`src/rtl/file_register_pkg.sv`:
```
// Shared constants for the file register write path.
// FILE_REGISTER_CLEAR_EN enables the post-reset clear sequencer.
package file_register_pkg;

  localparam int FR_ADDR_W = 5;
  localparam int FR_DATA_W = 32;
  localparam int NUM_REGS  = 32;
  localparam int CLR_W     = $clog2(NUM_REGS);

  localparam logic [0:0] CLEAR = 1'b0;
  localparam logic [0:0] RUN   = 1'b1;

  typedef enum logic [1:0] {
    GNT_NONE = 2'b00,
    GNT_REQ0 = 2'b01,
    GNT_REQ1 = 2'b10
  } grant_e;

endpackage

```
`src/rtl/file_register_write_arbiter_rr.sv`:
```
// Two-input round-robin arbiter; prio names the requester
// that wins when both are valid.
module rr_arbiter_2
  import file_register_pkg::*;
(
  input  logic       clk,
  input  logic       rst,
  input  logic       en,
  input  logic [1:0] valid,
  output logic [1:0] ready,
  output logic [1:0] grant
);

  logic prio_q;
  logic prio_d;

  // ready is independent of the requester's own valid
  assign ready[0] = en & (~valid[1] | ~prio_q);
  assign ready[1] = en & (~valid[0] |  prio_q);
  assign grant    = valid & ready;

  always_comb begin
    prio_d = prio_q;
    unique case (1'b1)
      grant[0]: prio_d = 1'b1;
      grant[1]: prio_d = 1'b0;
      default:  prio_d = prio_q;
    endcase
  end

  always_ff @(posedge clk or posedge rst) begin
    if (rst) begin
      prio_q <= 1'b0;
    end else begin
      prio_q <= prio_d;
    end
  end

endmodule

```
`src/rtl/file_register_write_arbiter.sv`:
```
// Shares the file register write port between two requesters.
// FILE_REGISTER_CLEAR_EN adds a zero-fill of all registers after reset.
module file_register_write_arbiter
  import file_register_pkg::*;
#(
  parameter int ADDR_W = FR_ADDR_W,
  parameter int DATA_W = FR_DATA_W,
  parameter int CNT_W  = 8
) (
  input  logic              clk,
  input  logic              rst_all,
  input  logic              req0_valid,
  input  logic [ADDR_W-1:0] req0_addr,
  input  logic [DATA_W-1:0] req0_data,
  output logic              req0_ready,
  input  logic              req1_valid,
  input  logic [ADDR_W-1:0] req1_addr,
  input  logic [DATA_W-1:0] req1_data,
  output logic              req1_ready,
  output logic              we,
  output logic [ADDR_W-1:0] write_addr,
  output logic [DATA_W-1:0] write_data,
  output logic              busy,
  output logic [CNT_W-1:0]  contention_cnt
);

  logic [1:0]        valid;
  logic [1:0]        ready;
  logic [1:0]        grant;
  logic              run;

  logic              we_q;
  logic              we_d;
  logic [ADDR_W-1:0] waddr_q;
  logic [ADDR_W-1:0] waddr_d;
  logic [DATA_W-1:0] wdata_q;
  logic [DATA_W-1:0] wdata_d;
  logic [CNT_W-1:0]  cnt_q;
  logic [CNT_W-1:0]  cnt_d;

  assign valid = {req1_valid, req0_valid};

`ifdef FILE_REGISTER_CLEAR_EN
  logic [0:0]       state_q;
  logic [0:0]       state_d;
  logic [CLR_W-1:0] clr_q;
  logic [CLR_W-1:0] clr_d;

  assign run  = (state_q == RUN) & ~rst_all;
  assign busy = (state_q == CLEAR);

  always_comb begin
    state_d = state_q;
    clr_d   = clr_q;
    if (state_q == CLEAR) begin
      clr_d = clr_q + CLR_W'(1);
      if (clr_q == CLR_W'(NUM_REGS - 1)) begin
        state_d = RUN;
      end
    end
  end

  always_ff @(posedge clk or posedge rst_all) begin
    if (rst_all) begin
      state_q <= CLEAR;
      clr_q   <= '0;
    end else begin
      state_q <= state_d;
      clr_q   <= clr_d;
    end
  end
`else
  assign run  = ~rst_all;
  assign busy = 1'b0;
`endif

  rr_arbiter_2 u_arb (
    .clk   (clk),
    .rst   (rst_all),
    .en    (run),
    .valid (valid),
    .ready (ready),
    .grant (grant)
  );

  assign req0_ready = ready[0];
  assign req1_ready = ready[1];

  always_comb begin
    we_d    = 1'b0;
    waddr_d = waddr_q;
    wdata_d = wdata_q;
`ifdef FILE_REGISTER_CLEAR_EN
    if (state_q == CLEAR) begin
      we_d    = 1'b1;
      waddr_d = ADDR_W'(clr_q);
      wdata_d = '0;
    end
`endif
    unique case (grant)
      GNT_REQ0: begin
        we_d    = 1'b1;
        waddr_d = req0_addr;
        wdata_d = req0_data;
      end
      GNT_REQ1: begin
        we_d    = 1'b1;
        waddr_d = req1_addr;
        wdata_d = req1_data;
      end
      default: begin
        we_d = we_d;
      end
    endcase
  end

  // Contended cycles only count while requests can be served
  always_comb begin
    cnt_d = cnt_q;
    if (run && (&valid) && !(&cnt_q)) begin
      cnt_d = cnt_q + CNT_W'(1);
    end
  end

  always_ff @(posedge clk or posedge rst_all) begin
    if (rst_all) begin
      we_q    <= 1'b0;
      waddr_q <= '0;
      wdata_q <= '0;
      cnt_q   <= '0;
    end else begin
      we_q    <= we_d;
      waddr_q <= waddr_d;
      wdata_q <= wdata_d;
      cnt_q   <= cnt_d;
    end
  end

  assign we             = we_q;
  assign write_addr     = waddr_q;
  assign write_data     = wdata_q;
  assign contention_cnt = cnt_q;

endmodule
```
`config.mk`:
```
export PLATFORM = sky130hd
export DESIGN_NAME = file_register_write_arbiter
export DESIGN_NICKNAME = d
export VERILOG_FILES = /design/src/rtl/file_register_pkg.sv /design/src/rtl/file_register_write_arbiter_rr.sv /design/src/rtl/file_register_write_arbiter.sv
export SDC_FILE = /design/constraint.sdc
export NUM_CORES = 1
export LEC_CHECK = 0
export CAP_MARGIN = 20
export CORE_MARGIN = 3
export CORE_UTILIZATION = 36
export CTS_BUF_LIST = sky130_fd_sc_hd__clkbuf_4 sky130_fd_sc_hd__clkbuf_8
export DETAILED_ROUTE_END_ITERATION = 8
export GPL_TIMING_DRIVEN = 0
export PLACE_DENSITY_LB_ADDON = 0.05
export SETUP_SLACK_MARGIN = 0.02
export SLEW_MARGIN = 20
export SYNTH_ARGS = -nofsm -noshare
export SYNTH_HDL_FRONTEND = slang
export SYNTH_SLANG_ARGS = --single-unit
```
`constraint.sdc`:
```
create_clock -name clk -period 1.65 [get_ports clk]
set_input_delay 0.4125 -clock clk [delete_from_list [all_inputs] [get_ports clk]]
set_output_delay 0.4125 -clock clk [all_outputs]
set_load 0.02 [all_outputs]
```
==> summary.md <==
| Metric | Value |
|---|---|
| Dpl hpwl | 4810 µm |
| Req. time, crit path | 1840 ps |
| Crit path arrival time | 1840 ps |
| CTS tree | built |
| Initial Util | 38.7% |
| CP cell instances | inv_2, a21oi_4, nand2_4, inv_2, ha_4, buf_12, buf_12, mux2i_1, a21oi_1 |
| Worst setup slack after layout | -1.99 ps |
| Worst Hold Class | primary input to async pin |
| Yosys cell types | 27 |
| I/O Buffers | 125 |
| FILL cells | 506 |
| Peak Freq | 605 MHz |
| Sequential area share after synthesis | 52.9% |
| Slew margin rel. | 57.5% |
| Number of global-route vias before repair | 2097 |
| Synth warn | 0 |
| Clk_skew | 7.98 ps |
| Number of CTS-inserted buffers | 5 |
| Worst-Skew Late Latency | 290 ps |
| Core Box Area | 5740 µm² |
| CTS Sinks | 47 |
| Via count | 2052 |
| Syn avg cell area | 10.6 µm² |
| Fraction of layout cells with a size suffix above 1 | 16.2% |
| Post-Syn Instances | 209 |
| Syn_nets | 290 |
| Cts hold-fix bufs | 0 |
| Initial antenna violation count | 0 |
| Global-route wire length before repair | 10400 µm |
| WL final | 6440 µm |
| Post-synth top area cell | dfrtp_1 |
| N_diodes | 0 |
| Top Ports | 127 |
| Die ar. | 7150 µm² |
| Max-cap violations | 0 |
| Peak supply drop | 0.000636 V |
| Root Driver | clkbuf_8 |
| CP Launch Type | flop |
| Pleak | 0.00165 µW |
| Crit Path Category | flop to flop |
| Chip height | 84.6 µm |
| Synth area leaders | dfrtp_1, mux2i_1, a21oi_1 |
| Pre-Repair DR Iteration Count | 4 |
| Total congestion overflow | 0 |
| PwrDens | 1040 nW/µm² |
| Hold Violations, Final | 0 |
| Syn Std Cell Area | 2220 µm² |
| CP Capture Type | flop |
| Die W | 84.6 µm |
| Nets@finish | 431 |
| Status | finished with violations |
| H-tree Lvls | 2 |
| Clock slew at the register clock pins of the worst setup and hold paths | 90 ps |
| Core Rows | 27 |
| Largest net degree at the start of global routing | 29 |
| RSZ-0062 raised after global routing | yes |
| Post-DR wirelength/cell | 15.2 µm |
| Residual DRC | 0 |
| Tightest Pin Transition | 636 ps |
| Global-route usage over all layers | 18.1% |
| CP peak stage delay | 430 ps |
| GPL Wtd Cong | 0.756 |
| Period minus WS final | 1650 ps |
| Synthesis-to-layout area growth | 76.4% |
| CTS Buffer Depth | 2 |
| Yosys top cell area share | 52.9% |
| Crit share post-route | 100% |
| Failing checks | negative setup slack |
| Slowest cell on the critical path | dfrtp_1 |
| Avg Vias per Cell | 4.85 |
| Critical Path Fanout Max | 8 |
| Seq cells post-synth | 47 |
| Setup TNS | -1.99 ps |
| Core Util, Final | 68.3% |
| Final antenna-violating net count | 0 |
| Initial DRC Count | 65 |
| Max Slew Vio Count | 0 |
| Final setup violating endpoints | 1 |
layout make-up:
class / count / area (µm²) / area share, %
Sequential cell: 47 / 1180 / 30.0
Inverter: 3 / 11.3 / 0.287
Timing Repair Buffer: 134 / 1310 / 33.4
Buffer: 13 / 174 / 4.44
Tap cell: 72 / 90.1 / 2.30
Multi-Input combinational cell: 146 / 1070 / 27.4
Clock inverter: 2 / 12.5 / 0.319
Clock buffer: 6 / 76.3 / 1.95
where the power goes:
group          internal, µW  switching (µW)
clock                   313             383
sequential             1450             200
combinational           799             940
metal layers:
metal  global-route usage [%]  vias to the layer above  wire length [µm]
met1                     22.0                      975              2550
met3                     5.20                        5               495
met4                     4.32                        0                53
met5                        0                        -                 0
li1                         -                      996                 -
met2                     31.5                       76              3340
placed cells by master (no fill, tap or decap), types with 3 or more instances in the layout:
cell type / n
a21oi_1: 37
mux2i_1: 33
clkdlybuf4s50_1: 74
xnor2_1: 3
buf_8: 3
nor2_1: 38
buf_4: 6
dfrtp_1: 47
mux2i_4: 3
clkbuf_8: 6
buf_6: 4
buf_12: 6
dlygate4sd2_1: 49
clkbuf_2: 3
inv_2: 3
nand2_1: 4
worst paths after layout:
check	from	to	slack (ps)	cells after the start
min in group clk	write_data[13]$_DFFE_PP0P_	write_data[13]$_DFFE_PP0P_	520	2
setup reg to reg	u_arb.prio_q$_DFFE_PP0P_	write_addr[0]$_DFFE_PP0P_	-2	9
max in group asynchronous	rst_all	write_data[30]$_DFFE_PP0P_	690	3
hold reg to reg	write_data[13]$_DFFE_PP0P_	write_data[13]$_DFFE_PP0P_	520	2
hold / removal	rst_all	we$_DFF_PP0_	450	2
setup / recovery	u_arb.prio_q$_DFFE_PP0P_	write_addr[0]$_DFFE_PP0P_	-2	9
per-stage QoR:
stage	power, µW	cell area (µm²)	cells	setup WS [ps]	hold slack [ps]
after floorplan	2570	2320	209	13.0	580
after global placement	3510	3660	406	-1030	501
after detailed placement	3550	3690	407	-644	510
after CTS	4130	3960	425	-29.9	464
after global routing	4340	3920	423	-80.2	493
final	4090	3920	423	-1.99	447
critical path, delay by kind of cell, from the launching register on:
| family | cells | cell delay, ps |
|---|---|---|
| buffers and inverters | 4 | 400 |
| flip-flops | 1 | 430 |
| AND/OR/NAND/NOR | 1 | 90 |
| AO/OA/AOI/OAI | 2 | 260 |
| adder cells (fa/ha/maj) | 1 | 130 |
| multiplexers | 1 | 220 |
logic make-up (layout without fill, tap and decap cells):
| logic type | Yosys count | in the layout | share of synthesized area, % |
|---|---|---|---|
| mux | 42 | 42 | 19.4 |
| fa+ha+maj | 3 | 3 | 1.69 |
| other cells | 1 | 1 | 0.169 |
| simple gates | 53 | 53 | 10.9 |
| compound gates | 44 | 44 | 10.2 |
| buf+inv | 16 | 158 | 3.60 |
| xor+xnor | 3 | 3 | 1.18 |
| flops | 47 | 47 | 52.9 |
cell usage after synthesis:
master	instances
nand2_2	1
buf_4	5
mux2_4	1
dfrtp_1	47
nand3_2	1
buf_1	4
and3_4	2
nand4_1	1
ha_1	3
mux2_2	2
buf_2	1
and3b_2	1
nand2_1	6
nor2_1	38
o21bai_1	1
clkbuf_1	3
o21ai_0	1
o21ai_2	1
nand2b_1	1
mux2_1	2
xnor2_1	3
nand3_1	1
nor3_2	1
inv_1	3
conb_1	1
mux2i_1	37
a21oi_1	41
what timing repair did:
item,4_1_cts,5_1_grt
pin swaps,4,16
resized for setup,74,14
cloned,3,0
endpoints found under the setup margin,88,39
buffers inserted,7,1
flip-flops by register name, summed over array words and instances, names as in the netlist:
signal	flops
contention_cnt	8
u_arb.prio_q	1
we	1
write_addr	5
write_data	32
Note: power is estimated with default switching activity, not from simulation.
